## config.mk

```make
export PLATFORM = sky130hd
export DESIGN_NAME = signed_sum_serial_rx
export DESIGN_NICKNAME = d
export VERILOG_FILES = /design/src/rtl/signed_sum_serial_rx_pkg.sv /design/src/rtl/signed_range_check.sv /design/src/rtl/signed_sum_serial_rx.sv
export SDC_FILE = /design/constraint.sdc
export NUM_CORES = 1
export LEC_CHECK = 0
export BUFFER_PORTS_ARGS = -buffer_cell sky130_fd_sc_hd__buf_2
export CAP_MARGIN = 20
export CORE_UTILIZATION = 40
export DETAILED_ROUTE_END_ITERATION = 6
export PLACE_DENSITY_LB_ADDON = 0.15
export SETUP_SLACK_MARGIN = 0.4
export SLEW_MARGIN = 20
export SYNTH_ARGS = -nofsm -noshare
export SYNTH_HDL_FRONTEND = slang
export SYNTH_SLANG_ARGS = --single-unit
```

## constraint.sdc

```tcl
create_clock -name clk -period 3.52 [get_ports clk]
set_input_delay 0.176 -clock clk [delete_from_list [all_inputs] [get_ports clk]]
set_output_delay 0.176 -clock clk [all_outputs]
set_load 0.02 [all_outputs]
```

## src/rtl/signed_sum_serial_rx_pkg.sv

```systemverilog
// Shared defaults, accumulator sizing and FSM state encoding for the
// serial signed-sum receiver.
package sum_pkg;

  localparam int DEF_WIDTH = 4;
  localparam int DEF_N_OPS = 4;
  localparam int DEF_ACC_W = DEF_WIDTH + $clog2(DEF_N_OPS);

  typedef enum logic {
    ACCUM = 1'b0,
    DONE  = 1'b1
  } state_e;

  // Enough headroom that N_OPS worst-case operands can never wrap.
  function automatic int acc_width(input int w, input int n);
    return w + $clog2(n);
  endfunction

endpackage

```

## src/rtl/signed_range_check.sv

```systemverilog
// Flags a wide signed value that does not fit in WIDTH-bit two's complement.
module signed_range_check #(
  parameter int WIDTH = 4,
  parameter int ACC_W = 6
) (
  input  logic signed [ACC_W-1:0] value_i,
  output logic                    ovf_o
);

  logic signed [WIDTH-1:0] low;

  // In range exactly when sign-extending the low bits reproduces the value.
  assign low   = value_i[WIDTH-1:0];
  assign ovf_o = (value_i != ACC_W'(low));

endmodule

```

## src/rtl/signed_sum_serial_rx.sv

```systemverilog
// Accepts N_OPS signed operands over a valid/ready stream, sums them without
// wrap, and holds the result on an output valid/ready handshake.
module signed_sum_serial_rx
  import sum_pkg::*;
#(
  parameter int WIDTH = DEF_WIDTH,
  parameter int N_OPS = DEF_N_OPS
) (
  input  logic                                     clk,
  input  logic                                     rst_n,
  input  logic                                     clr,
  input  logic                                     in_valid,
  output logic                                     in_ready,
  input  logic signed [WIDTH-1:0]                  in_data,
  output logic                                     out_valid,
  input  logic                                     out_ready,
  output logic signed [WIDTH-1:0]                  sum,
  output logic signed [acc_width(WIDTH,N_OPS)-1:0] sum_full,
  output logic                                     overflow
);

  localparam int ACC_W = acc_width(WIDTH, N_OPS);
  localparam int CNT_W = (N_OPS > 1) ? $clog2(N_OPS) : 1;
  localparam logic [CNT_W-1:0] LAST = CNT_W'(N_OPS - 1);

  state_e                  state_q, state_d;
  logic signed [ACC_W-1:0] acc_q, acc_d;
  logic [CNT_W-1:0]        cnt_q, cnt_d;
  logic                    in_fire;
  logic                    out_fire;
  logic                    ovf_raw;

  always_ff @(posedge clk or negedge rst_n) begin
    if (!rst_n) begin
      state_q <= ACCUM;
      acc_q   <= '0;
      cnt_q   <= '0;
    end else begin
      state_q <= state_d;
      acc_q   <= acc_d;
      cnt_q   <= cnt_d;
    end
  end

  always_comb begin
    state_d   = state_q;
    acc_d     = acc_q;
    cnt_d     = cnt_q;
    in_ready  = (state_q == ACCUM);
    out_valid = (state_q == DONE);
    in_fire   = in_valid && in_ready;
    out_fire  = out_valid && out_ready;

    // clr wins over both handshakes; whatever was offered is dropped.
    if (clr) begin
      state_d = ACCUM;
      acc_d   = '0;
      cnt_d   = '0;
    end else if (in_fire) begin
      acc_d = acc_q + ACC_W'(in_data);
      if (cnt_q == LAST) begin
        state_d = DONE;
        cnt_d   = '0;
      end else begin
        cnt_d = cnt_q + CNT_W'(1);
      end
    end else if (out_fire) begin
      state_d = ACCUM;
      acc_d   = '0;
      cnt_d   = '0;
    end
  end

  signed_range_check #(
    .WIDTH(WIDTH),
    .ACC_W(ACC_W)
  ) u_range_check (
    .value_i(acc_q),
    .ovf_o  (ovf_raw)
  );

  assign sum_full = acc_q;
  assign sum      = acc_q[WIDTH-1:0];
  assign overflow = out_valid && ovf_raw;

endmodule

```

==> impl_metrics.json, run 1 <==
{
  "status": "completed",
  "tritoncts": "yes",
  "grtUsageTotal": 0.171,
  "drt-initial-drc-count": 4,
  "start_util": 0.451,
  "synth-seq-cells": 9,
  "cts_setup_buffers": 0,
  "critPathSlowestCell": "fa_1",
  "yosysWarnings": 0,
  "clock_sinks": 9,
  "crit_chain": "ha_1 -> fa_1 -> a21o_1 -> a21oi_1 -> xnor2_1 -> a22o_1",
  "crit_start": "sum_full[0]$_DFFE_PN0P_",
  "ctsLongestPathBuffers": 2,
  "fin_hold_ws_ps": 100,
  "reg2reg_to": "sum_full[4]$_DFFE_PN0P_",
  "synth-seq-area-share": 0.365,
  "fill_cells": 134,
  "design.die.area_sq_um": 1700,
  "post-dp-hpwl_microns": 932,
  "nets": 95,
  "drv_cap": 0,
  "critPathMaxStageDelay_ps": 410,
  "hold_start": "clr",
  "cts_made_buffers": 3,
  "clk_pin_slew_ps": 60,
  "rsz0062_at_grt": "no",
  "stdcell_area_sq_um": 742,
  "hold_class": "in -> reg",
  "worstSetupPathType": "reg -> reg",
  "syn_nets": 73,
  "period_share": 0.504,
  "overflow": 0,
  "fin_crit_ps": 1780,
  "utilization": 0.543,
  "cp.arrival_ps": 1930,
  "worst_setup_path_start_kind": "flop",
  "post_dp_cell_area_sq_um": 706,
  "setup_ws_ps": 1740,
  "synth_area_sq_um": 617,
  "htreeDepth": 1,
  "reg2reg_slack_ps": 1740,
  "drcViolationCount": 0,
  "tightest_slew_ps": 683,
  "drv_slew": 0,
  "num_vias": 490,
  "drt-pass1-iter-count": 2,
  "peakVddDrop_uv": 163,
  "ioPinCount": 22,
  "fin_tns_setup_ps": 0,
  "fp.dieH_microns": 41.3,
  "cts_root_buf": "clkbuf_4",
  "clock.fmax_ghz": 0.563,
  "wl_per_cell_microns": 12.9,
  "drive_gt1_frac": 0.359,
  "synthCells": 57,
  "post_cts_resized": 0,
  "wl_microns": 1200,
  "dp_slack_ps": 1740,
  "core-area_sq_um": 1370,
  "hold_viol": 0,
  "grt_pass1_vias": 440,
  "required_ps": 3670,
  "maxSlewHeadroom": 0.544,
  "path_max_fanout": 4,
  "worstSkewPairLatency_ps": 260,
  "synth_area_per_cell_sq_um": 10.8,
  "ant_nets": 0,
  "io_buffers": 21,
  "hold_depth": 2,
  "antenna_cells": 0,
  "finalClockSkew_ps": 2.31,
  "area_growth_syn_to_layout_pct": 20.3,
  "die_w_microns": 41.3,
  "hold_end": "out_valid$_DFFE_PN0P_",
  "setup_violations": 0,
  "cp-end-kind": "flop",
  "ys_types": 26,
  "rows": 13,
  "p_per_area_nw_per_um2": 421,
  "grt_max_degree": 11,
  "leakage_nw": 0.410,
  "antenna_found_initial": 0,
  "viasPerCell": 5.27,
  "grt_pass1_wl_microns": 1800,
  "routabilityCongestion": 0.690,
  "r2r_cells": 6,
  "timing.rr.start": "sum_full[0]$_DFFE_PN0P_"
}
## flip-flops by register name, indices dropped and copies added (netlist names)
| name | cells |
|---|---|
| sum_full | 6 |
| out_valid | 1 |
| cnt_q | 2 |
## routing by layer
| layer | global-route usage | up-vias | wire length, microns |
|---|---|---|---|
| met3 | 0.0326 | 5 | 52 |
| met1 | 0.199 | 220 | 576 |
| met2 | 0.266 | 16 | 532 |
| li1 | - | 249 | - |
| met5 | 0 | - | 0 |
| met4 | 0.145 | 0 | 37 |
## worst max-delay path by stage
stage	cells past startpoint	to	slack [ps]
CTS	6	sum_full[4]$_DFFE_PN0P_	1730
floorplan	6	sum_full[4]$_DFFE_PN0P_	1720
global route	6	sum_full[4]$_DFFE_PN0P_	1660
global placement	6	sum_full[4]$_DFFE_PN0P_	1790
finish	6	sum_full[4]$_DFFE_PN0P_	1740
detailed placement	6	sum_full[4]$_DFFE_PN0P_	1740
## logic make-up after synthesis
| logic type | Yosys count | synth area share |
|---|---|---|
| AND/OR/NAND/NOR | 15 | 0.134 |
| buffers and inverters | 6 | 0.0629 |
| multiplexers | 1 | 0.0162 |
| XOR/XNOR | 4 | 0.0568 |
| adder cells (fa/ha/maj) | 7 | 0.154 |
| AO/OA/AOI/OAI | 15 | 0.211 |
| flip-flops | 9 | 0.365 |
## per-stage QoR
step           instances  total power (W)
3_3_place_gp          88         0.000232
5_1_grt               93         0.000333
3_5_place_dp          88         0.000234
2_1_floorplan         57         0.000207
6_report              93         0.000313
4_1_cts               93         0.000318
## Yosys cell counts
cell / count / area share
a2bb2oi_1: 1 / 0.014
nand2_1: 1 / 0.0061
a31oi_2: 1 / 0.020
and3_1: 1 / 0.010
a211o_1: 1 / 0.014
a22o_1: 7 / 0.099
and2_1: 1 / 0.010
buf_2: 1 / 0.0081
nor2b_2: 1 / 0.014
mux2i_1: 1 / 0.016
inv_1: 1 / 0.0061
a21oi_1: 2 / 0.016
xor2_1: 1 / 0.014
nor2_1: 3 / 0.018
nor2b_1: 3 / 0.030
xnor2_1: 3 / 0.043
a21oi_2: 1 / 0.014
ha_1: 6 / 0.12
buf_4: 4 / 0.049
nor3_1: 2 / 0.016
a21o_1: 1 / 0.012
dfrtp_1: 9 / 0.37
nand3b_1: 1 / 0.012
a211oi_2: 1 / 0.020
nand3_1: 2 / 0.016
fa_1: 1 / 0.032
## where the power goes
group / internal [W] / leakage, nW / switching [W]
registers: 0.000114 / 0.120 / 0.0000133
logic: 0.0000468 / 0.274 / 0.0000579
clock network: 0.0000438 / 0.0150 / 0.0000370
total: 0.000204 / 0.410 / 0.000108
## cell usage in the layout, fill, tap and decap left out, types with 2 or more instances in the layout
cell type and count:
buf_2 21, dfrtp_1 9, a22o_1 7, ha_1 6, nor2_1 3, nor2b_1 3
xnor2_1 3, clkbuf_4 3, nor3_1 2, a21oi_1 2, nand3_1 2
## repair_timing
| item | CTS | global route |
|---|---|---|
| hold buffers | 1 | 0 |
| hold endpoints to repair | 9 | 0 |
| setup endpoints to repair | 0 | 0 |
## critical path: cells and delay by family, from the launching register on
kind	cells	cell delay, ps
DFF	1	400
AOI/OAI and AO/OA	3	560
adders and majority gates	2	630
xor gates and xnor gates	1	80
## layout make-up
type / instances / area (sq um) / share of cell area
Tap cell: 15 / 18.8 / 0.0253
Multi-Input combinational cell: 42 / 353 / 0.476
Sequential cell: 9 / 225 / 0.304
Timing Repair Buffer: 22 / 115 / 0.155
Inverter: 1 / 3.75 / 0.00506
Clock buffer: 4 / 26.3 / 0.0354
(Power assumes the default switching activity.)
==> inputs of run 2 (changes only) <==
Settings changed: ABC_AREA set to 1.
Clock period 3.52 ns to 1.6 ns, I/O delays scaled along.
==> run 2 against run 1 <==
Compared with the run above: area after synthesis grew 9.5%; sequential share of layout area shrank 5.7 points; clock power grew 120%; cell area grew 26%; clock skew shrank 1.5 ps; worst setup slack lost 1700 ps.
==> impl_metrics.json, run 2 <==
{
  "leakage_nw": 0.493,
  "setup_violations": 0,
  "status": "completed",
  "setup_ws_ps": 81.4,
  "clock.fmax_ghz": 0.658,
  "drv_cap": 0,
  "start_util": 0.438,
  "reg2reg_to": "sum_full[4]$_DFFE_PN0P_",
  "tightest_slew_ps": 215,
  "yosysWarnings": 0,
  "post-dp-hpwl_microns": 1070,
  "critPathMaxStageDelay_ps": 430,
  "peakVddDrop_uv": 648,
  "fin_total_pwr_w": 0.000836,
  "antenna_found_initial": 0,
  "drive_gt1_frac": 0.505,
  "rsz0062_at_grt": "yes",
  "required_ps": 1760,
  "r2r_cells": 8,
  "worst_setup_path_start_kind": "flop",
  "p_sw_frac": 0.387,
  "antenna_cells": 0,
  "final_cell_count_no_fill": 127,
  "final_common_cell": "nand2_1",
  "ioPinCount": 22,
  "p_per_area_nw_per_um2": 891,
  "register_area_sq_um": 231,
  "hold_depth": 3,
  "finalClockSkew_ps": 0.831,
  "period_share": 0.949,
  "hold_end": "cnt_q[0]$_DFFE_PN0P_",
  "synth_area_sq_um": 676,
  "design.die.area_sq_um": 1860,
  "drt-initial-drc-count": 8,
  "die_w_microns": 43.1,
  "fin_crit_ps": 1520,
  "post-place-cells": 115,
  "area_growth_syn_to_layout_pct": 38.9,
  "num_vias": 646,
  "fin_tns_setup_ps": 0,
  "synth_edf_count": 0,
  "htreeDepth": 1,
  "worstSkewPairLatency_ps": 260,
  "hold_class": "in -> reg",
  "grt_pass1_wl_microns": 2500,
  "cp_common_cell": "nand2_1",
  "drv_slew": 0,
  "ys.flop_type": "dfrtp_1",
  "p_int_w": 0.000512,
  "reg2reg_slack_ps": 80,
  "crit_chain": "ha_4 -> fa_2 -> nand2_2 -> nand2_1 -> a21oi_2 -> nand2_1 -> nand2_1 -> o21ai_2",
  "synth-seq-area-share": 0.333,
  "ant_nets": 0,
  "rows": 14,
  "routabilityCongestion": 0.731,
  "synth_top_area_frac": 0.333,
  "synth_most_common_cell": "nand2_1",
  "overflow": 0,
  "largest_register_ffs": 6,
  "synthCells": 82,
  "ctsLongestPathBuffers": 2,
  "hold_viol": 0,
  "critPathSlowestCell": "dfrtp_2",
  "hold_start": "in_valid",
  "nets": 128,
  "comb_power_share": 0.429,
  "layout_common_cells": "23 x nand2_1, 20 x buf_2, 7 x inv_1, 7 x buf_4",
  "timing.rr.start": "sum_full[0]$_DFFE_PN0P_",
  "seq_power_share": 0.359,
  "drcViolationCount": 0,
  "synth_area_leader_cell": "dfrtp_1",
  "worstSetupPathType": "reg -> reg",
  "cp-end-kind": "flop",
  "grt_max_degree": 10,
  "syn_nets": 98,
  "io_buffers": 21,
  "tritoncts": "yes",
  "dp_slack_ps": 88.8,
  "drt-pass1-iter-count": 4,
  "power.switching_w": 0.000324,
  "multi_input_area_sq_um": 447,
  "wl_per_cell_microns": 11.4,
  "synth_area_per_cell_sq_um": 8.24,
  "wl_microns": 1450,
  "grtUsageTotal": 0.185,
  "grt_pass1_vias": 581,
  "clk_pin_slew_ps": 60,
  "synthTopCellsByCount": "25 x nand2_1, 9 x dfrtp_1, 7 x inv_1",
  "maxSlewHeadroom": 0.857,
  "ys_types": 21,
  "async_reset_ff_frac": 1.00,
  "viasPerCell": 5.09,
  "fill_cells": 138,
  "cts_made_buffers": 3,
  "fp.dieH_microns": 43.1,
  "core-area_sq_um": 1540,
  "synth-seq-cells": 9,
  "cts_root_buf": "clkbuf_4",
  "path_max_fanout": 2,
  "clock_sinks": 9,
  "clkPwrFrac": 0.212,
  "netlist_top_cells_area": "dfrtp_1 33%, nand2_1 14%, ha_1 11%",
  "cp.arrival_ps": 1670
}
-- run 2: changes by cell type in the layout (fill, tap and decap cells not counted), moves of 3 or more --
cell / delta
buf_4: +7
nor2b_1: -3
nand2_2: +3
ha_4: +4
o21ai_2: +4
dfrtp_1: -5
inv_1: +6
dfrtp_2: +5
ha_1: -4
nand2_1: +22
xnor2_1: -3
a22o_1: -4
-- run 2: power by group through the flow --
stage / Clock [W] / Combinational, W / Sequential, W
2_1_floorplan: 0 / 0.000216 / 0.000327
3_3_place_gp: 0 / 0.000316 / 0.000303
3_5_place_dp: 0 / 0.000321 / 0.000306
4_1_cts: 0.000183 / 0.000336 / 0.000301
5_1_grt: 0.000202 / 0.000396 / 0.000306
6_report: 0.000177 / 0.000358 / 0.000300
-- run 2: cell type report --
type                            count  area share
Clock buffer                        4      0.0280
Inverter                           10      0.0427
Tap cell                           16      0.0213
Sequential cell                     9       0.247
Timing Repair Buffer               29       0.185
Multi-Input combinational cell     59       0.476
-- run 2: repair_timing --
action / 4_1_cts / 5_1_grt
buffers inserted: 3 / 4
endpoints found under the setup margin: 6 / 6
hold buffers: 1 / 0
hold endpoints to repair: 9 / 0
pin swaps: 1 / 2
gates resized for setup: 1 / 5
-- run 2: worst max-delay path: cells and delay by family, from the launching register on --
family,cells,cell delay (ps)
AO/OA/AOI/OAI,2,190
flip-flops,1,430
AND/OR/NAND/NOR,4,280
adder cells (fa/ha/maj),2,520
-- run 2: how the worst max path moves through the flow --
stage | start | end | slack, ps
6_report | sum_full[0]$_DFFE_PN0P_ | sum_full[4]$_DFFE_PN0P_ | 80
5_1_grt | sum_full[0]$_DFFE_PN0P_ | sum_full[4]$_DFFE_PN0P_ | 10
4_1_cts | sum_full[0]$_DFFE_PN0P_ | sum_full[4]$_DFFE_PN0P_ | 100
3_5_place_dp | sum_full[0]$_DFFE_PN0P_ | sum_full[4]$_DFFE_PN0P_ | 90
3_3_place_gp | sum_full[0]$_DFFE_PN0P_ | sum_full[4]$_DFFE_PN0P_ | 140
2_1_floorplan | sum_full[0]$_DFFE_PN0P_ | sum_full[4]$_DFFE_PN0P_ | 100
-- run 2: through the flow --
step	utilization	hold slack (ps)	cell area [sq um]
finish	0.609	159	938
global route	0.609	167	938
CTS	0.580	158	895
detailed placement	0.541	-55.4	833
global placement	0.541	-55.8	833
floorplan	-	-216	738
-- run 2: kinds of logic after synthesis --
logic type / Yosys count / share of synthesized area
buffers and inverters: 14 / 0.104
AND/OR/NAND/NOR: 40 / 0.291
adder cells (fa/ha/maj): 7 / 0.141
AO/OA/AOI/OAI: 12 / 0.131
flip-flops: 9 / 0.333
-- run 2: routing by layer --
layer | GRT usage | routed length [microns] | vias up
li1 | - | - | 325
met1 | 0.228 | 663 | 289
met2 | 0.284 | 641 | 27
met3 | 0.0809 | 111 | 5
met4 | 0.0727 | 29 | 0
met5 | 0 | 0 | -
